$ cat src/rtl/ttt_turn_controller_if.sv
// Purpose : bundles the player request/ack lines and the game_logic move/result
//           lines of the tic-tac-toe turn controller into one interface.
// Ports   : master = environment side (players + game_logic), slave = controller.
//   start                    begin/restart a game
//   req_x/req_o, pos_x/pos_o player move requests and requested cell 0..8
//   gl_game_over, gl_winner  status back from game_logic (winner 1 X, 2 O, 3 draw)
//   gl_clear                 one-cycle clear pulse to game_logic
//   mv_valid/mv_player/mv_pos one-cycle move strobe with its payload
//   ack_*/nack_*             one-cycle accept/reject pulses per player
//   cur_player, move_count   whose turn it is (0 = no game) and moves this game
//   timeout, done, result    forfeit pulse, game-over flag, final result
interface ttt_turn_controller_if;
  logic       start;
  logic       req_x;
  logic       req_o;
  logic [3:0] pos_x;
  logic [3:0] pos_o;
  logic       gl_game_over;
  logic [1:0] gl_winner;
  logic       gl_clear;
  logic       mv_valid;
  logic [1:0] mv_player;
  logic [3:0] mv_pos;
  logic       ack_x;
  logic       ack_o;
  logic       nack_x;
  logic       nack_o;
  logic [1:0] cur_player;
  logic [3:0] move_count;
  logic       timeout;
  logic       done;
  logic [1:0] result;

  modport master (
    output start, req_x, req_o, pos_x, pos_o, gl_game_over, gl_winner,
    input  gl_clear, mv_valid, mv_player, mv_pos, ack_x, ack_o, nack_x, nack_o,
           cur_player, move_count, timeout, done, result
  );

  modport slave (
    input  start, req_x, req_o, pos_x, pos_o, gl_game_over, gl_winner,
    output gl_clear, mv_valid, mv_player, mv_pos, ack_x, ack_o, nack_x, nack_o,
           cur_player, move_count, timeout, done, result
  );
endinterface

$ cat src/rtl/ttt_turn_controller.sv
// Purpose : turn sequencer and move arbiter in front of game_logic (players X and O).
// Latency : ack/nack and mv_valid one cycle after the request; result sampled
//           SETTLE_CYCLES cycles after mv_valid.
// Backpressure: none; requests that cannot be taken are nacked, never stalled.
// Ports   : clk, reset (synchronous, active-high); bus = ttt_turn_controller_if.slave
//           (start, req_x/o, pos_x/o, gl_game_over, gl_winner in; gl_clear, mv_valid,
//           mv_player, mv_pos, ack_x/o, nack_x/o, cur_player, move_count, timeout,
//           done, result out). All outputs are registered.
// Option  : define TURN_TIMEOUT_EN to forfeit a turn after TIMEOUT_CYCLES idle cycles;
//           without it timeout is tied 0 and WAIT_MOVE waits indefinitely.
module ttt_turn_controller #(
  parameter logic [1:0] FIRST_PLAYER   = 2'd1,
  parameter int         SETTLE_CYCLES  = 2,
  parameter int         TIMEOUT_CYCLES = 1000
) (
  input logic                  clk,
  input logic                  reset,
  ttt_turn_controller_if.slave bus
);

  typedef enum logic [2:0] {
    S_IDLE, S_CLEAR, S_WAIT_MOVE, S_ISSUE, S_SETTLE, S_DONE
  } state_t;

  localparam int SW = $clog2(SETTLE_CYCLES + 1);
  localparam logic [SW-1:0] SETTLE_LAST = SW'(SETTLE_CYCLES);

  state_t        state;
  logic [8:0]    occ;
  logic [SW-1:0] settle_cnt;
  logic          gl_clear_q;
  logic          mv_valid_q;
  logic [1:0]    mv_player_q;
  logic [3:0]    mv_pos_q;
  logic          ack_x_q, ack_o_q, nack_x_q, nack_o_q;
  logic [1:0]    cur_player_q;
  logic [3:0]    move_count_q;
  logic          done_q;
  logic [1:0]    result_q;

`ifdef TURN_TIMEOUT_EN
  localparam int TW = $clog2(TIMEOUT_CYCLES + 1);
  localparam logic [TW-1:0] TO_LAST = TW'(TIMEOUT_CYCLES - 1);
  logic [TW-1:0] to_cnt;
  logic          timeout_q;
`else
  wire unused_timeout_cfg = ^TIMEOUT_CYCLES;
`endif

  // Move legality. occ is zero-extended so any 4-bit pos indexes safely.
  logic [15:0] occ_ext;
  logic        x_legal, o_legal, x_accept, o_accept, any_accept;
  logic [3:0]  acc_pos;
  logic [1:0]  other_player;

  always_comb begin
    occ_ext      = {7'd0, occ};
    x_legal      = (bus.pos_x <= 4'd8) && !occ_ext[bus.pos_x];
    o_legal      = (bus.pos_o <= 4'd8) && !occ_ext[bus.pos_o];
    // Only the player on turn can be accepted, so at most one accept per cycle.
    x_accept     = (state == S_WAIT_MOVE) && bus.req_x && (cur_player_q == 2'd1) && x_legal;
    o_accept     = (state == S_WAIT_MOVE) && bus.req_o && (cur_player_q == 2'd2) && o_legal;
    any_accept   = x_accept || o_accept;
    acc_pos      = x_accept ? bus.pos_x : bus.pos_o;
    other_player = (cur_player_q == 2'd1) ? 2'd2 : 2'd1;
  end

  always_ff @(posedge clk) begin
    if (reset) begin
      state        <= S_IDLE;
      occ          <= '0;
      settle_cnt   <= '0;
      gl_clear_q   <= 1'b0;
      mv_valid_q   <= 1'b0;
      mv_player_q  <= '0;
      mv_pos_q     <= '0;
      ack_x_q      <= 1'b0;
      ack_o_q      <= 1'b0;
      nack_x_q     <= 1'b0;
      nack_o_q     <= 1'b0;
      cur_player_q <= '0;
      move_count_q <= '0;
      done_q       <= 1'b0;
      result_q     <= '0;
`ifdef TURN_TIMEOUT_EN
      to_cnt       <= '0;
      timeout_q    <= 1'b0;
`endif
    end else begin
      gl_clear_q <= 1'b0;
      mv_valid_q <= 1'b0;
      // Any request not accepted this cycle, in any state, is rejected.
      ack_x_q    <= x_accept;
      ack_o_q    <= o_accept;
      nack_x_q   <= bus.req_x && !x_accept;
      nack_o_q   <= bus.req_o && !o_accept;
`ifdef TURN_TIMEOUT_EN
      timeout_q  <= 1'b0;
`endif

      case (state)
        S_IDLE, S_DONE: begin
          if (bus.start) begin
            state        <= S_CLEAR;
            gl_clear_q   <= 1'b1;
            occ          <= '0;
            move_count_q <= '0;
            result_q     <= '0;
            done_q       <= 1'b0;
            cur_player_q <= FIRST_PLAYER;
          end
        end

        S_CLEAR: begin
          state <= S_WAIT_MOVE;
`ifdef TURN_TIMEOUT_EN
          to_cnt <= '0;
`endif
        end

        S_WAIT_MOVE: begin
          if (any_accept) begin
            // The move strobe is set up on the accept edge so it lands in ISSUE.
            state        <= S_ISSUE;
            occ          <= occ | (9'd1 << acc_pos);
            mv_valid_q   <= 1'b1;
            mv_player_q  <= cur_player_q;
            mv_pos_q     <= acc_pos;
            move_count_q <= move_count_q + 4'd1;
`ifdef TURN_TIMEOUT_EN
            to_cnt       <= '0;
`endif
          end
`ifdef TURN_TIMEOUT_EN
          else if (to_cnt == TO_LAST) begin
            // Forfeit: the turn passes, the board and move count stay as they are.
            timeout_q    <= 1'b1;
            cur_player_q <= other_player;
            to_cnt       <= '0;
          end else begin
            to_cnt <= to_cnt + TW'(1);
          end
`endif
        end

        S_ISSUE: begin
          state      <= S_SETTLE;
          settle_cnt <= SW'(1);
        end

        S_SETTLE: begin
          // settle_cnt is the number of cycles elapsed since mv_valid.
          if (settle_cnt == SETTLE_LAST) begin
            if (bus.gl_game_over) begin
              state        <= S_DONE;
              done_q       <= 1'b1;
              result_q     <= bus.gl_winner;
              cur_player_q <= '0;
            end else if (move_count_q == 4'd9) begin
              state        <= S_DONE;
              done_q       <= 1'b1;
              result_q     <= 2'd3;
              cur_player_q <= '0;
            end else begin
              state        <= S_WAIT_MOVE;
              cur_player_q <= other_player;
`ifdef TURN_TIMEOUT_EN
              to_cnt       <= '0;
`endif
            end
          end else begin
            settle_cnt <= settle_cnt + SW'(1);
          end
        end

        default: state <= S_IDLE;
      endcase
    end
  end

  assign bus.gl_clear   = gl_clear_q;
  assign bus.mv_valid   = mv_valid_q;
  assign bus.mv_player  = mv_player_q;
  assign bus.mv_pos     = mv_pos_q;
  assign bus.ack_x      = ack_x_q;
  assign bus.ack_o      = ack_o_q;
  assign bus.nack_x     = nack_x_q;
  assign bus.nack_o     = nack_o_q;
  assign bus.cur_player = cur_player_q;
  assign bus.move_count = move_count_q;
  assign bus.done       = done_q;
  assign bus.result     = result_q;
`ifdef TURN_TIMEOUT_EN
  assign bus.timeout    = timeout_q;
`else
  assign bus.timeout    = 1'b0;
`endif

endmodule

$ cat src/flat_wrapper.sv
// flat-port wrapper written by rule: the top's interface ports become plain ports
module ttt_turn_controller_flat 
#(
  parameter logic [1:0] FIRST_PLAYER   = 2'd1,
  parameter int         SETTLE_CYCLES  = 2,
  parameter int         TIMEOUT_CYCLES = 1000
)
  (clk, reset, bus_start, bus_req_x, bus_req_o, bus_pos_x, bus_pos_o, bus_gl_game_over, bus_gl_winner, bus_gl_clear, bus_mv_valid, bus_mv_player, bus_mv_pos, bus_ack_x, bus_ack_o, bus_nack_x, bus_nack_o, bus_cur_player, bus_move_count, bus_timeout, bus_done, bus_result);
  ttt_turn_controller_if bus_i ();
  input logic clk;
  input logic reset;
  input wire logic [$bits(bus_i.start)-1:0] bus_start;
  input wire logic [$bits(bus_i.req_x)-1:0] bus_req_x;
  input wire logic [$bits(bus_i.req_o)-1:0] bus_req_o;
  input wire logic [$bits(bus_i.pos_x)-1:0] bus_pos_x;
  input wire logic [$bits(bus_i.pos_o)-1:0] bus_pos_o;
  input wire logic [$bits(bus_i.gl_game_over)-1:0] bus_gl_game_over;
  input wire logic [$bits(bus_i.gl_winner)-1:0] bus_gl_winner;
  output wire logic [$bits(bus_i.gl_clear)-1:0] bus_gl_clear;
  output wire logic [$bits(bus_i.mv_valid)-1:0] bus_mv_valid;
  output wire logic [$bits(bus_i.mv_player)-1:0] bus_mv_player;
  output wire logic [$bits(bus_i.mv_pos)-1:0] bus_mv_pos;
  output wire logic [$bits(bus_i.ack_x)-1:0] bus_ack_x;
  output wire logic [$bits(bus_i.ack_o)-1:0] bus_ack_o;
  output wire logic [$bits(bus_i.nack_x)-1:0] bus_nack_x;
  output wire logic [$bits(bus_i.nack_o)-1:0] bus_nack_o;
  output wire logic [$bits(bus_i.cur_player)-1:0] bus_cur_player;
  output wire logic [$bits(bus_i.move_count)-1:0] bus_move_count;
  output wire logic [$bits(bus_i.timeout)-1:0] bus_timeout;
  output wire logic [$bits(bus_i.done)-1:0] bus_done;
  output wire logic [$bits(bus_i.result)-1:0] bus_result;
  assign bus_i.start = bus_start;
  assign bus_i.req_x = bus_req_x;
  assign bus_i.req_o = bus_req_o;
  assign bus_i.pos_x = bus_pos_x;
  assign bus_i.pos_o = bus_pos_o;
  assign bus_i.gl_game_over = bus_gl_game_over;
  assign bus_i.gl_winner = bus_gl_winner;
  assign bus_gl_clear = bus_i.gl_clear;
  assign bus_mv_valid = bus_i.mv_valid;
  assign bus_mv_player = bus_i.mv_player;
  assign bus_mv_pos = bus_i.mv_pos;
  assign bus_ack_x = bus_i.ack_x;
  assign bus_ack_o = bus_i.ack_o;
  assign bus_nack_x = bus_i.nack_x;
  assign bus_nack_o = bus_i.nack_o;
  assign bus_cur_player = bus_i.cur_player;
  assign bus_move_count = bus_i.move_count;
  assign bus_timeout = bus_i.timeout;
  assign bus_done = bus_i.done;
  assign bus_result = bus_i.result;
  ttt_turn_controller #(.FIRST_PLAYER(FIRST_PLAYER), .SETTLE_CYCLES(SETTLE_CYCLES), .TIMEOUT_CYCLES(TIMEOUT_CYCLES)) u_core (.clk(clk), .reset(reset), .bus(bus_i));
endmodule
$ cat config.mk
export PLATFORM = sky130hd
export DESIGN_NAME = ttt_turn_controller_flat
export DESIGN_NICKNAME = d
export VERILOG_FILES = /design/src/rtl/ttt_turn_controller_if.sv /design/src/rtl/ttt_turn_controller.sv /design/src/flat_wrapper.sv
export SDC_FILE = /design/constraint.sdc
export NUM_CORES = 1
export LEC_CHECK = 0
export CAP_MARGIN = 10
export CORE_UTILIZATION = 30
export CTS_CLUSTER_DIAMETER = 200
export DETAILED_ROUTE_END_ITERATION = 8
export RECOVER_POWER = 25
export SLEW_MARGIN = 20
export SYNTH_ARGS = -nofsm -noshare
export SYNTH_HDL_FRONTEND = slang
export SYNTH_SLANG_ARGS = --single-unit
$ cat constraint.sdc
create_clock -name clk -period 2.8 [get_ports clk]
set_input_delay 0.28 -clock clk [delete_from_list [all_inputs] [get_ports clk]]
set_output_delay 0.28 -clock clk [all_outputs]
set_load 0.02 [all_outputs]
After elaboration in Yosys (flattened, before gate mapping)
Index checks and enable logic that the tools add are counted.
Storage, ports and cells
  register bits after elaboration: 35
  input bits: 16
Operators by class
  $add $sub $neg: 2
  $lt $le $gt $ge: 4
  equal/unequal tests: 14
  shift-type cells: 1
  multiplexer cells: 37
  bitwise operators: 3
  reductions and logical operators: 28
Operator list (number)
  two-way mux 2 bit: 10
  two-way mux 9 bit: 2
  one-hot mux 9 bit (2 select lines): 1
  two-way mux 3 bit: 5
  one-hot mux 3 bit (5 select lines): 1
  two-way mux 4 bit: 3
  one-hot mux 2 bit (2 select lines): 3
  logical AND 1 bit: 10
  less-than comparator 4 x 5 -> 1 bit (second input constant): 2
  bitwise OR 9 bit: 1
  AND reduction 3 bit: 3
  << shifter 1 x 4 -> 9 bit (first input constant): 1
  binary-select mux 1 bit (select 4 bit): 2
  <= comparator 4 bit (second input constant): 2
  two-way mux 1 bit: 8
  one-hot mux 4 bit (2 select lines): 1
  equality test 3 x 2 -> 1 bit (second input constant): 2
  equality test 3 bit (second input constant): 2
  nonzero test 2 bit: 3
  OR reduction 2 bit: 3
  adder 4 x 1 -> 4 bit (second input constant): 1
  equality test 2 bit (second input constant): 2
  equality test 4 bit (second input constant): 1
  logical NOT 1 bit: 4
  12 further kinds: 16

Logic depth before layout (Yosys ltp)
Gate-level depths: netlist of the first run.
  depth after elaboration: 10
  mapped depth: 8
  mapped depth without buffers: 7

Worst setup path after synthesis of the first run
OpenSTA, ideal clock, no wires.
  path kind: register to register
  start: register u_core.cur_player_q[0] (netlist: u_core.bus.cur_player[0])
  end: register u_core.move_count_q[0] (netlist: u_core.bus.move_count[0])
  arrival: 2.080 ns
  slack: 0.597 ns
  stages on the path, launching flop included: 8
  path buffers: 1
  cells stage by stage: dfxtp_1 -> or4bb_4 -> a211oi_4 -> a221oi_2 -> and3_1 -> buf_6 -> nand2b_4 -> mux2_1
Between the ends
  cells in the longest elaborated chain, start to end: 6
  elaborated cells on any way between the ends: 9
RTL lines
  from (decl): line ttt_turn_controller.sv:36  | logic [1:0] cur_player_q;
  from (signal assigned): line ttt_turn_controller.sv:166  | cur_player_q <= other_player;
  equality test 2 x 1 -> 1 bit / equality test 2 bit (equally long branches): line ttt_turn_controller.sv:61, ttt_turn_controller.sv:62
  logical AND 1 bit (on tied branches) (2 in series): line ttt_turn_controller.sv:61, ttt_turn_controller.sv:62
  logical OR 1 bit (*): line ttt_turn_controller.sv:63  | any_accept = x_accept || o_accept;
  != test 2 x 1 -> 1 bit (no source line) (*)
  AND reduction 3 bit (no source line) (*)
  to (signal assigned): line ttt_turn_controller.sv:129  | move_count_q <= move_count_q + 4'd1;
  to (decl): line ttt_turn_controller.sv:37  | logic [3:0] move_count_q;
Mark *: on every way between the ends. The rest lies on a longest branch, timed or not.
A chain may end at the register's enable or synchronous reset.

Worst setup path after layout of the first run
  start: input bus_pos_x[0]
  end: register u_core.occ[4]
Between the ends
  cells in the longest elaborated chain, start to end: 10
  elaborated cells on any way between the ends: 14
RTL lines
  from (decl): line flat_wrapper.sv:15  | input wire logic [$bits(bus_i.pos_x)-1:0] bus_pos_x;
  binary-select mux 1 bit (select 4 bit): line ttt_turn_controller.sv:58  | x_legal = (bus.pos_x <= 4'd8) && !occ_ext[bus.pos_x];
  two-way mux 1 bit (implied by the code): line ttt_turn_controller.sv:58
  logical NOT 1 bit: line ttt_turn_controller.sv:58
  logical AND 1 bit: line ttt_turn_controller.sv:58
  logical AND 1 bit: line ttt_turn_controller.sv:61  | x_accept = (state == S_WAIT_MOVE) && bus.req_x && (cur_player_q == 2'd1) && x_legal;
  two-way mux 4 bit: line ttt_turn_controller.sv:64  | acc_pos = x_accept ? bus.pos_x : bus.pos_o;
  << shifter 1 x 4 -> 9 bit: line ttt_turn_controller.sv:125  | occ <= occ | (9'd1 << acc_pos);
  bitwise OR 9 bit: line ttt_turn_controller.sv:125
  two-way mux 9 bit: line ttt_turn_controller.sv:122  | if (any_accept) begin
  one-hot mux 9 bit (2 select lines): line ttt_turn_controller.sv:101  | case (state)
  to (signal assigned): line ttt_turn_controller.sv:125
  to (decl): line ttt_turn_controller.sv:29  | logic [8:0] occ;
Several ways; a longest one is shown, not always the timed one. The select of a mux whose other input is x is not followed.

==> results by stage, run 1 <==
Final layout:
- The filler cell count in the final layout is between 600 and 700.
- The storage element area is 701 um2.
- The post-synthesis to final-layout area growth is 26.2%.
- After routing the design area is between 0.002 and 0.003 mm2.
- The post-layout net count is 298.
- 0 antenna diodes ended up in the layout.
- Leaving out fill and tap cells, the most frequent cell in the layout is sky130_fd_sc_hd__dfxtp_1.
- The share of layout cells above drive strength 1 is ~11%.
- In the final layout, the multi-input gates occupy 0.00121 mm2.
- The top cell types in the final layout, fill and taps aside, are sky130_fd_sc_hd__dfxtp_1, sky130_fd_sc_hd__clkdlybuf4s50_1, sky130_fd_sc_hd__nor2_1, sky130_fd_sc_hd__nand2_1, sky130_fd_sc_hd__a21oi_1.

Timing:
- The portion of the clock cycle consumed by the worst path in the final layout is 87.4%.
- Derived from the worst setup path, the maximum achievable clock frequency is 0.409 GHz.
- The final setup skew is between 0.005 and 0.006 ns.
- The number of hold violations in the final report was 0.
- The worst slew slack as a fraction of its limit is between 50% and 60%.
- The measured slew at the worst slew-check pin is 0.630 ns.
- The number of endpoints failing setup at the final stage is 0.
- The final number of max-transition violations is 0.
- The post-route setup TNS is 0 ns.
- The post-route minimum period is 2.45 ns.
- Setup repair after global routing left no endpoint under its margin.

Worst setup path:
- The critical path class is input port to flop.
- The beginning of the critical path is bus_pos_x[0].
- The endpoint required time on the critical path is 2.98 ns.
- In this run the worst path has a maximum fanout of 4.
- The startpoint of the most critical register-to-register path is u_core.bus.cur_player[1]$_SDFFE_PP0P_.
- The endpoint type of the worst setup path is a flop.
- The worst path arrival time is 2.63 ns.
- The critical path startpoint category is an input port.

Route:
- For this block, the routed nets add up to 4850 um of wire.
- The initial DRC count is 216.
- For this run, design rule violations remaining after detail routing come to 6.
- Across all layers, the routed design uses 1,861 vias.
- Once detail routing completed, the nets flagged for antenna violations numbered 0.
- The routed via count divided by cell count is roughly 5.2.
- The detailed-routing iteration count for the pre-antenna-repair pass is 8.
- The routed wirelength normalized by instance count is 13.6 um.

Global routing:
- The via count of the first global-routing pass came to 1,656.
- Summed over all layers, the global routing overflow is 0.
- The first global-routing pass estimated 8070 um of wire.
- Entering global routing, the biggest net connects 20 pins.
- The initial antenna violation count is 0.
- Across every metal layer, demand over resource in global routing totals 14.4%.

Floorplan:
- The starting utilization of the core area is 31.5%.
- The horizontal die dimension is 84.1 um.
- The initialized floorplan defines 29 standard-cell rows.
- The core region area is 0.00642 mm2.
- Pin placement for this block handled 38 I/O pins.
- The die boundary height is 84.1 um.
- The die area is 0.00708 mm2.

Yosys:
- The proportion of synthesized chip area in sequential cells is around a third.
- Of all cell types, the one taking the most synthesized area is sky130_fd_sc_hd__dfxtp_1.
- Among all flip-flop cells after synthesis, the most frequent one is sky130_fd_sc_hd__dfxtp_1.
- After technology mapping, the gate count stands at ~240.
- The post-synthesis instance area is between 0.002 and 0.0025 mm2.
- In the post-synthesis netlist, the biggest area contributors are sky130_fd_sc_hd__dfxtp_1, sky130_fd_sc_hd__a21oi_1, sky130_fd_sc_hd__nor2_1, sky130_fd_sc_hd__o21ai_0, sky130_fd_sc_hd__nand2_1.
- The share of the synthesized area in the top cell type is 34.6%.
- In this run, synthesis produced a sequential element count of 35.
- The number of synthesized flops with an enable pin is 0.
- The post-synthesis cell type count is 56.
- The post-synth net total is 262.
- After synthesis, the share of flip-flops with an asynchronous set or reset is 0%.
- The synthesized area per cell is 8.33 um2.
- During synthesis, Yosys emitted a total of 0 warnings.

Clock tree:
- The number of buffers inserted to repair setup after CTS is 0.
- The total clock sinks is 35.
- The level count of the clock H-tree is 2.
- The post-cts hold buffer count is 0.
- The number of buffers created by CTS is 5.
- CTS placed an instance of sky130_fd_sc_hd__clkbuf_8 at the clock tree root.
- The clock tree from TritonCTS is done.
- The clock-pin slew on the worst setup and hold paths is 0.07 ns.
- The clock reaches the later pin of the worst-skew pair after 0.29 ns.
- Post-CTS repair changed the size of 0 cells.
- The clock passes through at most 2 buffers.

Power and ir drop:
- The part of the total power dissipated in the clock network is 29.8%.
- In this run switching power makes up 30.5% of total power.
- Registers are responsible for a little under half of the overall power.
- The switching power of the nets is 0.360 mW.
- The cell-internal power is between 0.8 and 0.9 mW.
- The analysis attributes to cell leakage a power of 0.936 nW.
- The combinational share of power is 24.4%.
- The power density over the cells is 462 mW/mm2.
- The worst IR drop on VDD is roughly 190 uV.

Placement:
- The total of buffers placed on input and output ports is 36.
- The final weighted congestion in routability-driven placement is 0.847.
- The half-perimeter wire length after detailed placement is 3570 um.
- The instance area after placement is 0.00247 mm2.

Flow run:
- Max-cap violations in this run came to 0.

Min path:
- The launch point of the worst hold path is u_core.bus.result[0]$_SDFFE_PP0P_.
- The type of the most critical hold path is flop to flop.

Run status:
- The checks that failed: design-rule violations.
- The flow ran to the end, but the final reports show violations.
## critical path: stages
cell                              delay, ns
sky130_fd_sc_hd__clkdlybuf4s50_1       0.51
sky130_fd_sc_hd__mux4_2                0.58
sky130_fd_sc_hd__a211oi_4              0.33
sky130_fd_sc_hd__o21ai_0               0.23
sky130_fd_sc_hd__a31oi_1               0.31
sky130_fd_sc_hd__nor2_1                0.12
sky130_fd_sc_hd__a32o_1                0.27
## final timing paths
check                                           end  slack (ns)  cells past startpoint
setup / recovery         u_core.occ[4]$_SDFFE_PP0P_        0.35                      7
hold reg to reg   u_core.bus.result[0]$_SDFFE_PP0P_        0.46                      2
hold / removal    u_core.bus.result[0]$_SDFFE_PP0P_        0.46                      2
setup reg to reg         u_core.occ[4]$_SDFFE_PP0P_        0.54                      6
## logic make-up after synthesis
group / after synthesis / synth area share [%]
flip-flops: 35 / 34.6
other: 1 / 0.185
multiplexers: 12 / 6.86
AND/OR/NAND/NOR: 102 / 27.8
buffers and inverters: 24 / 5.38
adder cells (fa/ha/maj): 3 / 1.86
AO/OA/AOI/OAI: 66 / 23.3
## registers in the layout, indices dropped and copies added (netlist names), 2 cells and up
name                   count
u_core.occ                 9
u_core.bus.move_count      4
u_core.bus.mv_pos          4
u_core.state               3
u_core.bus.cur_player      2
u_core.bus.mv_player       2
u_core.bus.result          2
u_core.settle_cnt          2
## power groups by stage
| stage | registers, mW | logic [mW] | clock network [mW] |
|---|---|---|---|
| 6_report | 0.540 | 0.287 | 0.352 |
| 5_1_grt | 0.545 | 0.318 | 0.392 |
| 4_1_cts | 0.541 | 0.289 | 0.368 |
| 3_5_place_dp | 0.552 | 0.287 | 0 |
| 3_3_place_gp | 0.553 | 0.288 | 0 |
| 2_1_floorplan | 0.557 | 0.191 | 0 |
## per-stage QoR
stage	hold WS (ns)	total power [mW]	worst slack (ns)	std cells	util, %
after floorplan	0.394	0.748	0.597	243	-
after global placement	0.443	0.841	0.0884	349	38.5
after detailed placement	0.453	0.840	0.0729	349	38.5
after CTS	0.463	1.20	0.369	357	39.8
after global routing	0.489	1.26	0.242	357	39.8
final	0.459	1.18	0.354	357	39.8
## synthesized netlist by cell type (4+ instances only)
master                     number
sky130_fd_sc_hd__a22o_1         5
sky130_fd_sc_hd__nand2b_1       7
sky130_fd_sc_hd__nand2_1       18
sky130_fd_sc_hd__a21oi_1       18
sky130_fd_sc_hd__mux2i_1        6
sky130_fd_sc_hd__dfxtp_1       35
sky130_fd_sc_hd__clkbuf_1      13
sky130_fd_sc_hd__nor2_1        23
sky130_fd_sc_hd__and2_1         4
sky130_fd_sc_hd__inv_1          7
sky130_fd_sc_hd__nand3b_1       9
sky130_fd_sc_hd__o21ai_0       14
sky130_fd_sc_hd__nor3_1        12
sky130_fd_sc_hd__nor2b_1        7
## per-layer routing
layer / up-vias / track usage [%] / wire length, um
met3: 6 / 4.45 / 308
met5: - / 0 / 0
met2: 53 / 20.2 / 1990
li1: 956 / - / -
met1: 846 / 20.6 / 2490
met4: 0 / 5.17 / 61
## area by class of cell
| type | instances | share of cell area [%] |
|---|---|---|
| flip-flops and latches | 35 | 27.4 |
| clock buffers | 7 | 2.99 |
| well taps | 77 | 3.77 |
| repair buffers | 46 | 17.1 |
| multi-input cells | 184 | 47.5 |
| clock inverters | 1 | 0.196 |
| inverters | 7 | 1.03 |
Power figures use the tool's default switching activity.
==> run 2, diff against run 1 <==
--- a/config.mk
+++ b/config.mk
@@ -5,7 +5,7 @@
 export SDC_FILE = /design/constraint.sdc
 export NUM_CORES = 1
 export LEC_CHECK = 0
-export CAP_MARGIN = 10
+export CAP_MARGIN = 20
 export CORE_UTILIZATION = 30
 export CTS_CLUSTER_DIAMETER = 200
 export DETAILED_ROUTE_END_ITERATION = 8
==> results of run 2 <==
No change in the layout: final DEF, timing and power equal those of run 1.
==> run 3, diff against run 2 <==
--- a/config.mk
+++ b/config.mk
@@ -9,6 +9,7 @@
 export CORE_UTILIZATION = 30
 export CTS_CLUSTER_DIAMETER = 200
 export DETAILED_ROUTE_END_ITERATION = 8
+export HOLD_SLACK_MARGIN = 0.05
 export RECOVER_POWER = 25
 export SLEW_MARGIN = 20
 export SYNTH_ARGS = -nofsm -noshare
==> results of run 3 <==
No change in the layout: final DEF, timing and power equal those of run 1.
